<file path="src/rtl/serial_subtractor_pkg.sv">
// Shared definitions for the bit-serial subtractor: FSM state encoding and default operand width.
package serial_subtractor_pkg;

   localparam int DEFAULT_WIDTH = 4;

   typedef enum logic [1:0] {
      IDLE = 2'd0,
      BUSY = 2'd1,
      DONE = 2'd2
   } state_e;

endpackage : serial_subtractor_pkg

</file>
<file path="src/rtl/full_subtractor.sv">
// One-bit full subtractor: diff = in1 - in2 - bin, with unsigned borrow-out.
module full_subtractor (
   input  logic in1,
   input  logic in2,
   input  logic bin,
   output logic diff,
   output logic bout
);

   assign diff = in1 ^ in2 ^ bin;
   assign bout = (~in1 & in2) | (~(in1 ^ in2) & bin);

endmodule : full_subtractor

</file>
<file path="src/rtl/serial_subtractor.sv">
// Bit-serial a - b - bin, one bit per cycle LSB first, with a valid/ready handshake on each side.
// Define SERIAL_SUBTRACTOR_OVF_EN to add the two's-complement overflow output ovf.
module serial_subtractor
   import serial_subtractor_pkg::*;
#(
   parameter int WIDTH = DEFAULT_WIDTH
) (
   input  logic             clk,
   input  logic             rst_n,
   input  logic             in_valid,
   output logic             in_ready,
   input  logic [WIDTH-1:0] a,
   input  logic [WIDTH-1:0] b,
   input  logic             bin,
   output logic             out_valid,
   input  logic             out_ready,
   output logic [WIDTH-1:0] diff,
   output logic             bout
`ifdef SERIAL_SUBTRACTOR_OVF_EN
   ,output logic            ovf
`endif
);

   localparam int             CW   = $clog2(WIDTH);
   localparam logic [CW-1:0]  LAST = CW'(WIDTH - 1);

   state_e           state_q, state_d;
   logic [WIDTH-1:0] a_q, b_q, diff_q;
   logic [CW-1:0]    cnt_q;
   logic             br_q;
   logic             rdy_q;
   logic             bit_d, br_d;
   logic             accept;

   assign accept = in_valid && in_ready;

   // in_ready stays low until the first edge after reset release.
   // NOTE: state/datapath registers use non-blocking assignments so every flop samples pre-edge values.
   always_ff @(posedge clk or negedge rst_n) begin
      if (!rst_n) begin
         rdy_q   <= 1'b0;
         state_q <= IDLE;
      end else begin
         rdy_q   <= 1'b1;
         state_q <= state_d;
      end
   end

   // NOTE: state_d gets its default first so no path through the case infers a latch.
   always_comb begin
      state_d = state_q;
      case (state_q)
         IDLE:    if (accept) state_d = BUSY;
         BUSY:    if (cnt_q == LAST) state_d = DONE;
         DONE:    if (out_ready) state_d = IDLE;
         default: state_d = IDLE;
      endcase
   end

   full_subtractor u_fs (
      .in1  (a_q[0]),
      .in2  (b_q[0]),
      .bin  (br_q),
      .diff (bit_d),
      .bout (br_d)
   );

   // Operands rotate rather than shift, so after WIDTH steps they are back in
   // their latched positions and the original sign bits remain available in DONE.
   // NOTE: only a handful of flops, so all datapath registers get the async clear too.
   always_ff @(posedge clk or negedge rst_n) begin
      if (!rst_n) begin
         a_q    <= '0;
         b_q    <= '0;
         diff_q <= '0;
         br_q   <= 1'b0;
         cnt_q  <= '0;
      end else begin
         case (state_q)
            IDLE: if (accept) begin
               a_q    <= a;
               b_q    <= b;
               br_q   <= bin;
               diff_q <= '0;
               cnt_q  <= '0;
            end
            BUSY: begin
               a_q    <= {a_q[0], a_q[WIDTH-1:1]};
               b_q    <= {b_q[0], b_q[WIDTH-1:1]};
               diff_q <= {bit_d, diff_q[WIDTH-1:1]};
               br_q   <= br_d;
               if (cnt_q != LAST) cnt_q <= cnt_q + CW'(1);
            end
            default: ;
         endcase
      end
   end

   assign in_ready  = (state_q == IDLE) && rdy_q;
   assign out_valid = (state_q == DONE);
   assign diff      = diff_q;
   assign bout      = br_q;

`ifdef SERIAL_SUBTRACTOR_OVF_EN
   assign ovf = out_valid && (a_q[WIDTH-1] != b_q[WIDTH-1]) && (diff_q[WIDTH-1] != a_q[WIDTH-1]);
`endif

endmodule : serial_subtractor

</file>
<file path="config.mk">
export PLATFORM = sky130hd
export DESIGN_NAME = serial_subtractor
export DESIGN_NICKNAME = d
export VERILOG_FILES = /design/src/rtl/serial_subtractor_pkg.sv /design/src/rtl/full_subtractor.sv /design/src/rtl/serial_subtractor.sv
export SDC_FILE = /design/constraint.sdc
export NUM_CORES = 1
export LEC_CHECK = 0
export BUFFER_PORTS_ARGS = -buffer_cell sky130_fd_sc_hd__buf_2
export CORE_MARGIN = 2
export CORE_UTILIZATION = 51
export DETAILED_ROUTE_END_ITERATION = 12
export GPL_ROUTABILITY_DRIVEN = 0
export HOLD_SLACK_MARGIN = 0.05
export PLACE_DENSITY = 0.76
export SLEW_MARGIN = 10
export SYNTH_ARGS = -nofsm -noshare
export SYNTH_HDL_FRONTEND = slang
export SYNTH_HIERARCHICAL = 1
export SYNTH_SLANG_ARGS = --single-unit
</file>
<file path="constraint.sdc">
create_clock -name clk -period 1.6 [get_ports clk]
set_clock_uncertainty 0.05 [all_clocks]
set_input_delay 0.32 -clock clk [delete_from_list [all_inputs] [get_ports clk]]
set_output_delay 0.32 -clock clk [all_outputs]
set_load 0.02 [all_outputs]
</file>
==> results of run 1 <==
[logic make-up (layout without fill, tap and decap cells)]
family                   Yosys count  in the layout
AO/OA/AOI/OAI                     21             21
adder cells (fa/ha/maj)            2              2
AND/OR/NAND/NOR                   18             18
multiplexers                       1              1
flip-flops                        18             18
buffers and inverters             10             29
other                              1              1
[sequential cells by signal, summed over array words and instances (netlist names)]
register and flops:
b_q 4, bout 1, rdy_q 1, diff 4, state_q 2, a_q 4, cnt_q 2
[layer usage]
layer / wire length [µm] / track usage, %
met1: 685 / 21.9
met2: 659 / 27.5
met3: 71 / 4.00
met4: 6 / 5.29
met5: 0 / 0
[how the worst min path moves through the flow]
stage	start	endpoint	slack, ns	depth (start not counted)
after detailed placement	rst_n	cnt_q[1]	0.22	1
after global routing	bin	bout	0.28	3
after CTS	bin	bout	0.28	3
after floorplan	rst_n	a_q[0]	-0.03	0
after global placement	rst_n	cnt_q[0]	0.22	1
final	bin	bout	0.28	3
[through the flow]
step,power (µW),setup slack [ns],cell area (µm²),cells
after floorplan,1570,0.209,853,71
after global placement,1690,0.316,937,102
after detailed placement,1740,0.293,937,102
after CTS,1950,0.0798,970,106
after global routing,2100,0.0256,971,106
final,1930,0.111,971,106
[power by group through the flow]
stage	Clock [µW]	Combinational (µW)	Sequential (µW)
after floorplan	0	741	826
after global placement	0	871	823
after detailed placement	0	909	832
after CTS	216	914	822
after global routing	242	1000	856
final	210	895	822
[area by class of cell]
cell class                 instances  area, µm²
timing repair buffer              21        113
inverter                           5       18.8
sequential                        18        452
multi-input combinational         43        345
clock buffer                       3       22.5
tap                               16       20.0
fill                             140        571
[worst max-delay path, cell delays in order, from the launching register on]
cell and delay (ns):
dfrtp_2 0.47, nor3b_1 0.19, buf_2 0.19
[synthesized netlist by cell type (all sizes together), types with 2 or more instances]
| master | instances |
|---|---|
| inv | 5 |
| nand2 | 2 |
| o221a | 8 |
| buf | 4 |
| nand2b | 10 |
| o21ai | 3 |
| a22o | 6 |
| dfrtp | 18 |
| a21oi | 3 |
[placed cells by master (no fill, tap or decap), drive strengths merged]
cell type    count
a21oi            3
a22o             6
a31oi            1
and2b            1
and4bb           1
buf             20
clkbuf           3
conb             1
dfrtp           18
dlygate4sd3      1
fa               1
ha               1
inv              5
mux2i            1
nand2            2
nand2b          10
nor2             1
nor2b            1
nor3b            1
o21ai            3
o221a            8
or2              1
[repair_timing]
action	in CTS	in global routing
hold endpoints to repair	18	0
hold buffers	1	0
gates resized for setup	0	1
setup endpoints to repair	0	1
==> results.cfg, run 1 <==
[outcome]
status = finished, final reports clean

[power]
switching_share_pct = 38.7
pwr-share-seq_pct = 42.6
power_frac_comb_pct = 46.5
clkPwrFrac_pct = 10.9
cellLeakagePower_uw = 0.000454
p_int_uw = 1180
p_sw_uw = 745
p_per_area_nw_per_um2 = 1980
irDropWorstVdd_v = 0.00101

[setup_path]
critPathKind = reg2out
r2r-start = a_q[0]
r2r_end = diff[3]
worstPathMaxFanout = 9
crit_path_end = in_ready
cp.arrival_ns = 1.12
worst_r2r_path_depth = 2
required_ns = 1.23
critPathLaunchType = register
startpoint = state_q[0]
cp-end-kind = output port
reg2reg_slack_ns = 0.32

[die]
initial_core_util_pct = 55.4
die_area_um2 = 2020
die_w_um = 44.9
ios = 20
die_h_um = 44.9
rows = 14
core-area_um2 = 1540

[flow_run]
max_cap_viol_count = 0

[clocking]
clockBufferDepth = 2
clk_pin_slew_ns = 0.09
cts_tree = yes
cts-buffers-inserted = 3
cts-root-buf = clkbuf_4
post_cts_buffers = 0
clock_latency_ns = 0.28
cts.sinks = 18
htreeDepth = 1

[routing]
ant_nets = 0
drtIter0Drc = 8
firstDrtPassIters = 4
wl_per_cell_um = 13.4
route.detailed.drc = 0
vias_per_cell = 5.60
vias = 594
finalWirelength_um = 1420

[timing]
hold-worst-slack_ns = 0.281
period_minus_slack_ns = 1.49
slew_violations = 0
post-route-period-util_pct = 93.0
hold_viol_final = 0
max_freq_ghz = 0.672
setup_violations = 0
setup_tns_ns = 0
rsz0062_at_grt = no

[global_route]
grt_pass1_vias = 555
grt_start_max_net_pins = 19
grt_first_pass_wirelength_um = 2410
gr-total-overflow = 0
antenna_found_initial = 0
grt.total_usage_pct = 16.7

[synth]
syn_inst = 71
synth_compound_area_share_pct = 21.4
synth_xor_area_share_pct = 0
synth-seq-cells = 18
synth-simple-area-share_pct = 13.6
synth_cell_types = 24
synthAdderAreaFrac_pct = 3.81
synth_top_area_share_pct = 52.8
synthMuxAreaShare_pct = 1.17
synth-edff-count = 0
synth_top_cell_by_area = dfrtp_1
syn-num-nets = 86
synth_top_family_by_area = compound AO/OA/AOI/OAI gates
yosysWarnings = 6
synth-main-ff-cell = dfrtp_1
async_reset_ff_share_pct = 100
synth_area_leaders = dfrtp_1, o221a_2, nand2b_1
synth_area_um2 = 853
syn_avg_cell_area_um2 = 12.0
synth_seq_area_share_pct = 52.8

[finish]
fin_nets = 107
antenna_cells = 0
drive_above_1_share_pct = 38.9
fin_util_pct = 63.0
areaGrowthSynthToFinish_pct = 13.8

[worst_hold_path]
min_path_type = in2reg

[place]
dpl.hpwl_um = 1080
portBuffers = 19
No activity file was read; power rests on OpenSTA's default activity.
==> run 2, diff against run 1 <==
--- a/config.mk
+++ b/config.mk
@@ -6,10 +6,10 @@
 export NUM_CORES = 1
 export LEC_CHECK = 0
 export BUFFER_PORTS_ARGS = -buffer_cell sky130_fd_sc_hd__buf_2
+export CORE_ASPECT_RATIO = 1.25
 export CORE_MARGIN = 2
 export CORE_UTILIZATION = 51
 export DETAILED_ROUTE_END_ITERATION = 12
-export GPL_ROUTABILITY_DRIVEN = 0
 export HOLD_SLACK_MARGIN = 0.05
 export PLACE_DENSITY = 0.76
 export SLEW_MARGIN = 10
==> run 2 against run 1 <==
  * Hold slack worse by 0.012 ns
  * Final cell count increased by 3.8%
  * Largest cell class unchanged
  * Largest power group unchanged
  * Core utilization grew 0.63 points
  * Clock power increased by 34%
==> results.cfg, run 2 (synthesis results as in run 1) <==
[outcome]
status = finished, final reports clean

[timing]
setup_tns_ns = 0
setup_ws_ns = 0.0962
max_freq_ghz = 0.665
slew_violations = 0
setup_violations = 0
rsz0062_at_grt = no
period_minus_slack_ns = 1.50
post-route-period-util_pct = 94.0
hold-worst-slack_ns = 0.269
hold_viol_final = 0

[routing]
firstDrtPassIters = 4
wl_per_cell_um = 13.6
vias_per_cell = 5.64
route.detailed.drc = 0
drtIter0Drc = 9
finalWirelength_um = 1500
vias = 620
ant_nets = 0

[die]
ios = 20
rows = 16
die_area_um2 = 2020
die_h_um = 49.7
core-area_um2 = 1560
die_w_um = 40.6
initial_core_util_pct = 54.6

[place]
place.gp.congestion = 0.710
dpl_cell_area_um2 = 940
place_ws_ns = 0.324
portBuffers = 19
dpl.hpwl_um = 1140

[setup_path]
slowest_delay_ns = 0.45
cp.buffers_inverters = 1
crit_path_end = out_valid
r2r_end = diff[3]
cp_cell_sequence = and2b_1 > buf_2
startpoint = state_q[0]
reg2reg_slack_ns = 0.31
cp-end-kind = output port
worst_r2r_path_depth = 3
required_ns = 1.23
critPathLaunchType = register
crit_family = flip-flops
r2r-start = b_q[0]
worstPathMaxFanout = 6
cp_num_cells = 2
crit_slowest_cell = dfrtp_2
critPathKind = reg2out
cp.arrival_ns = 1.13

[clocking]
cts.sinks = 18
htreeDepth = 1
clockBufferDepth = 2
clk_pin_slew_ns = 0.10
cts-buffers-inserted = 3
clock_latency_ns = 0.30
cts_tree = yes
cts-root-buf = clkbuf_4

[global_route]
grt_pass1_vias = 592
antenna_found_initial = 0
gr-total-overflow = 0
grt_start_max_net_pins = 19
grt.total_usage_pct = 18.3
grt_first_pass_wirelength_um = 2460

[finish]
fin_util_pct = 63.6
fin_area_um2 = 993
areaGrowthSynthToFinish_pct = 16.4
fin_nets = 108
drive_above_1_share_pct = 41.3
final_cell_mix = buf_2, dfrtp_1, nand2b_1
layout_commonest_cell = buf_2
antenna_cells = 0

[worst_hold_path]
min_path_type = in2reg

[flow_run]
max_cap_viol_count = 0

[power]
irDropWorstVdd_v = 0.000878
p_per_area_nw_per_um2 = 2030
cellLeakagePower_uw = 0.000464
## run 2: changes by cell type in the layout (fill, tap and decap cells not counted)
| cell | before | now |
|---|---|---|
| dfrtp_2 | 1 | 2 |
| clkbuf_2 | 0 | 1 |
| dfrtp_1 | 17 | 16 |
| clkbuf_8 | 0 | 1 |
## run 2: layout make-up
cell class              instances  area [µm²]
well taps                      18        22.5
inverters                       5        18.8
repair buffers                 22         118
clock buffers                   4        36.3
flip-flops and latches         18         453
multi-input cells              43         345
fillers                       129         568
## run 2: timing repair
action                                 4_1_cts  5_1_grt
endpoints found under the hold margin       18        0
setup buffers                                0        1
gates resized for setup                      0        2
hold buffers                                 1        0
setup endpoints to repair                    0        2
## run 2: metal layers
layer	global-route usage [%]	vias to the layer above	routed length (µm)
li1	-	293	-
met1	22.1	308	616
met2	27.8	15	796
met3	2.70	4	55
met4	13.3	0	33
met5	0	-	0
## run 2: power by group
part	switching, µW	internal, µW
combinational	466	444
sequential	167	659
clock	142	139
## run 2: tightest hold or removal path, stage by stage
cell and delay, ns:
buf_2 0.08, mux2i_1 0.05, o21ai_0 0.13
## run 2: worst min path at each step
stage                    from         end  slack (ns)  cells after the start
global route        out_ready  state_q[1]        0.29                      3
finish                    bin        bout        0.27                      3
CTS                 out_ready  state_q[1]        0.27                      3
floorplan               rst_n      a_q[0]       -0.03                      0
detailed placement      rst_n    cnt_q[1]        0.22                      1
global placement        rst_n    cnt_q[0]        0.22                      1
## run 2: through the flow
stage                     cells  power [µW]
final                       110        2020
after global routing        110        2190
after CTS                   109        2020
after detailed placement    104        1740
after global placement      104        1690
after floorplan              71        1570
==> run 3, diff against run 2 <==
==> constraint.sdc (replaced) <==
create_clock -name clk -period 1.6 [get_ports clk]
set_clock_uncertainty 0.05 [all_clocks]
set_input_delay 0.32 -clock clk [delete_from_list [all_inputs] [get_ports clk]]
set_output_delay 0.32 -clock clk [all_outputs]
set_load 0.05 [all_outputs]
==> run 3 against run 2 <==
  * Power grew 5.9%
  * Combinational power up 20%
  * Global-route usage fell by 0.57 points
  * First-iteration DRC count is the same
  * Sequential share of layout area shrank 0.11 points
  * Sequential power hardly changed
  * Via count fell by 2.6%
  * Fmax decreased by 1.6%
  * Critical path depth stayed put
  * Clock-buffer cell count fell by 1
  * Critical path type unchanged
  * Largest power group unchanged
==> results.cfg, run 3 (synthesis results as in run 1) <==
[die]
die_w_um = 40.6
rows = 16
ios = 20
die_h_um = 49.7
die_area_um2 = 2020
initial_core_util_pct = 54.6
core-area_um2 = 1560

[clocking]
cts_tree = yes
clk_pin_slew_ns = 0.09
clock_latency_ns = 0.28
cts-buffers-inserted = 3
cts-root-buf = clkbuf_4
htreeDepth = 1
clockBufferDepth = 2
cts.sinks = 18

[power]
switching_share_pct = 43.1
cellLeakagePower_uw = 0.000461
irDropWorstVdd_v = 0.000897
pwr-share-seq_pct = 38.7
p_per_area_nw_per_um2 = 2150
total_power_uw = 2140
clkPwrFrac_pct = 10.2
p_sw_uw = 920
p_int_uw = 1220
power_frac_comb_pct = 51.2

[global_route]
gr-total-overflow = 0
grt_first_pass_wirelength_um = 2480
grt_pass1_vias = 609
grt.total_usage_pct = 17.7
antenna_found_initial = 0
grt_start_max_net_pins = 19

[routing]
ant_nets = 0
vias_per_cell = 5.54
drtIter0Drc = 9
finalWirelength_um = 1460
wl_per_cell_um = 13.4
firstDrtPassIters = 2
route.detailed.drc = 0
vias = 604

[setup_path]
cp.buffers_inverters = 1
r2r-start = state_q[0]
crit_slowest_cell = dfrtp_2
cp-end-kind = output port
critPathKind = reg2out
worstPathMaxFanout = 8
cp.arrival_ns = 1.16
required_ns = 1.23
crit_family = flip-flops
slowest_delay_ns = 0.46
critPathLaunchType = register
startpoint = state_q[0]
cp_cell_sequence = and2b_1 > buf_4

[worst_hold_path]
hp-start = out_ready
min_path_type = in2reg

[timing]
hold_viol_final = 0
setup_tns_ns = 0
setup_violations = 0
period_minus_slack_ns = 1.53
max_freq_ghz = 0.655
post-route-period-util_pct = 95.5
rsz0062_at_grt = no
hold-worst-slack_ns = 0.278
slew_violations = 0

[flow_run]
max_cap_viol_count = 0

[finish]
areaGrowthSynthToFinish_pct = 16.7
fillers = 132
layout_commonest_cell = buf_2
antenna_cells = 0
final_cell_mix = buf_2, dfrtp_1, nand2b_1
fin_nets = 108
drive_above_1_share_pct = 41.8

[place]
portBuffers = 19
dpl.hpwl_um = 1130
place.gp.congestion = 0.730

[outcome]
status = finished, final reports clean
-- run 3: what timing repair did --
| item | 4_1_cts | 5_1_grt |
|---|---|---|
| gates cloned | 0 | 0 |
| hold buffers | 1 | 0 |
| endpoints found under the hold margin | 18 | 0 |
| resized for setup | 2 | 3 |
| endpoints found under the setup margin | 2 | 2 |
| setup buffers | 0 | 1 |
-- run 3: final timing paths --
kind	endpoint	slack, ns	depth (start not counted)
worst min-delay path	state_q[1]	0.28	3
worst min register to register	cnt_q[0]	0.45	1
worst max register to register	cnt_q[1]	0.28	4
min in group asynchronous	diff[0]	0.43	2
max in group asynchronous	state_q[0]	0.76	2
worst max-delay path	out_valid	0.07	2
-- run 3: power groups by stage --
stage / logic [µW] / clock network (µW) / registers (µW)
finish: 1090 / 217 / 826
global route: 1200 / 249 / 854
CTS: 1070 / 224 / 827
detailed placement: 1070 / 0 / 834
floorplan: 784 / 0 / 947
global placement: 1030 / 0 / 827
-- run 3: worst min-delay path, cell delays in order --
cell,delay [ns]
buf_2,0.10
inv_1,0.04
a22o_1,0.12
-- run 3: metrics by stage --
stage / utilization (%) / area [µm²] / cells / setup WS (ns)
global route: 63.8 / 996 / 109 / 0.0186
detailed placement: 60.5 / 945 / 104 / 0.278
floorplan: - / 858 / 71 / 0.0741
finish: 63.8 / 996 / 109 / 0.0724
CTS: 62.9 / 982 / 108 / 0.0127
global placement: 60.5 / 945 / 104 / 0.301
-- run 3: final cells by class --
type                       count  area, µm²  share of cell area [%]
clock buffer                   3       22.5                    2.26
tap                           18       22.5                    2.26
multi-input combinational     43        350                    35.2
inverter                       5       18.8                    1.88
timing repair buffer          22        129                    12.9
sequential                    18        453                    45.5
-- run 3: metal layers --
metal	vias to the layer above	GRT usage, %	wire, µm
met2	14	29.6	764
met3	0	4.50	74
met1	298	21.4	626
met4	0	5.00	0
li1	292	-	-
met5	-	0	0
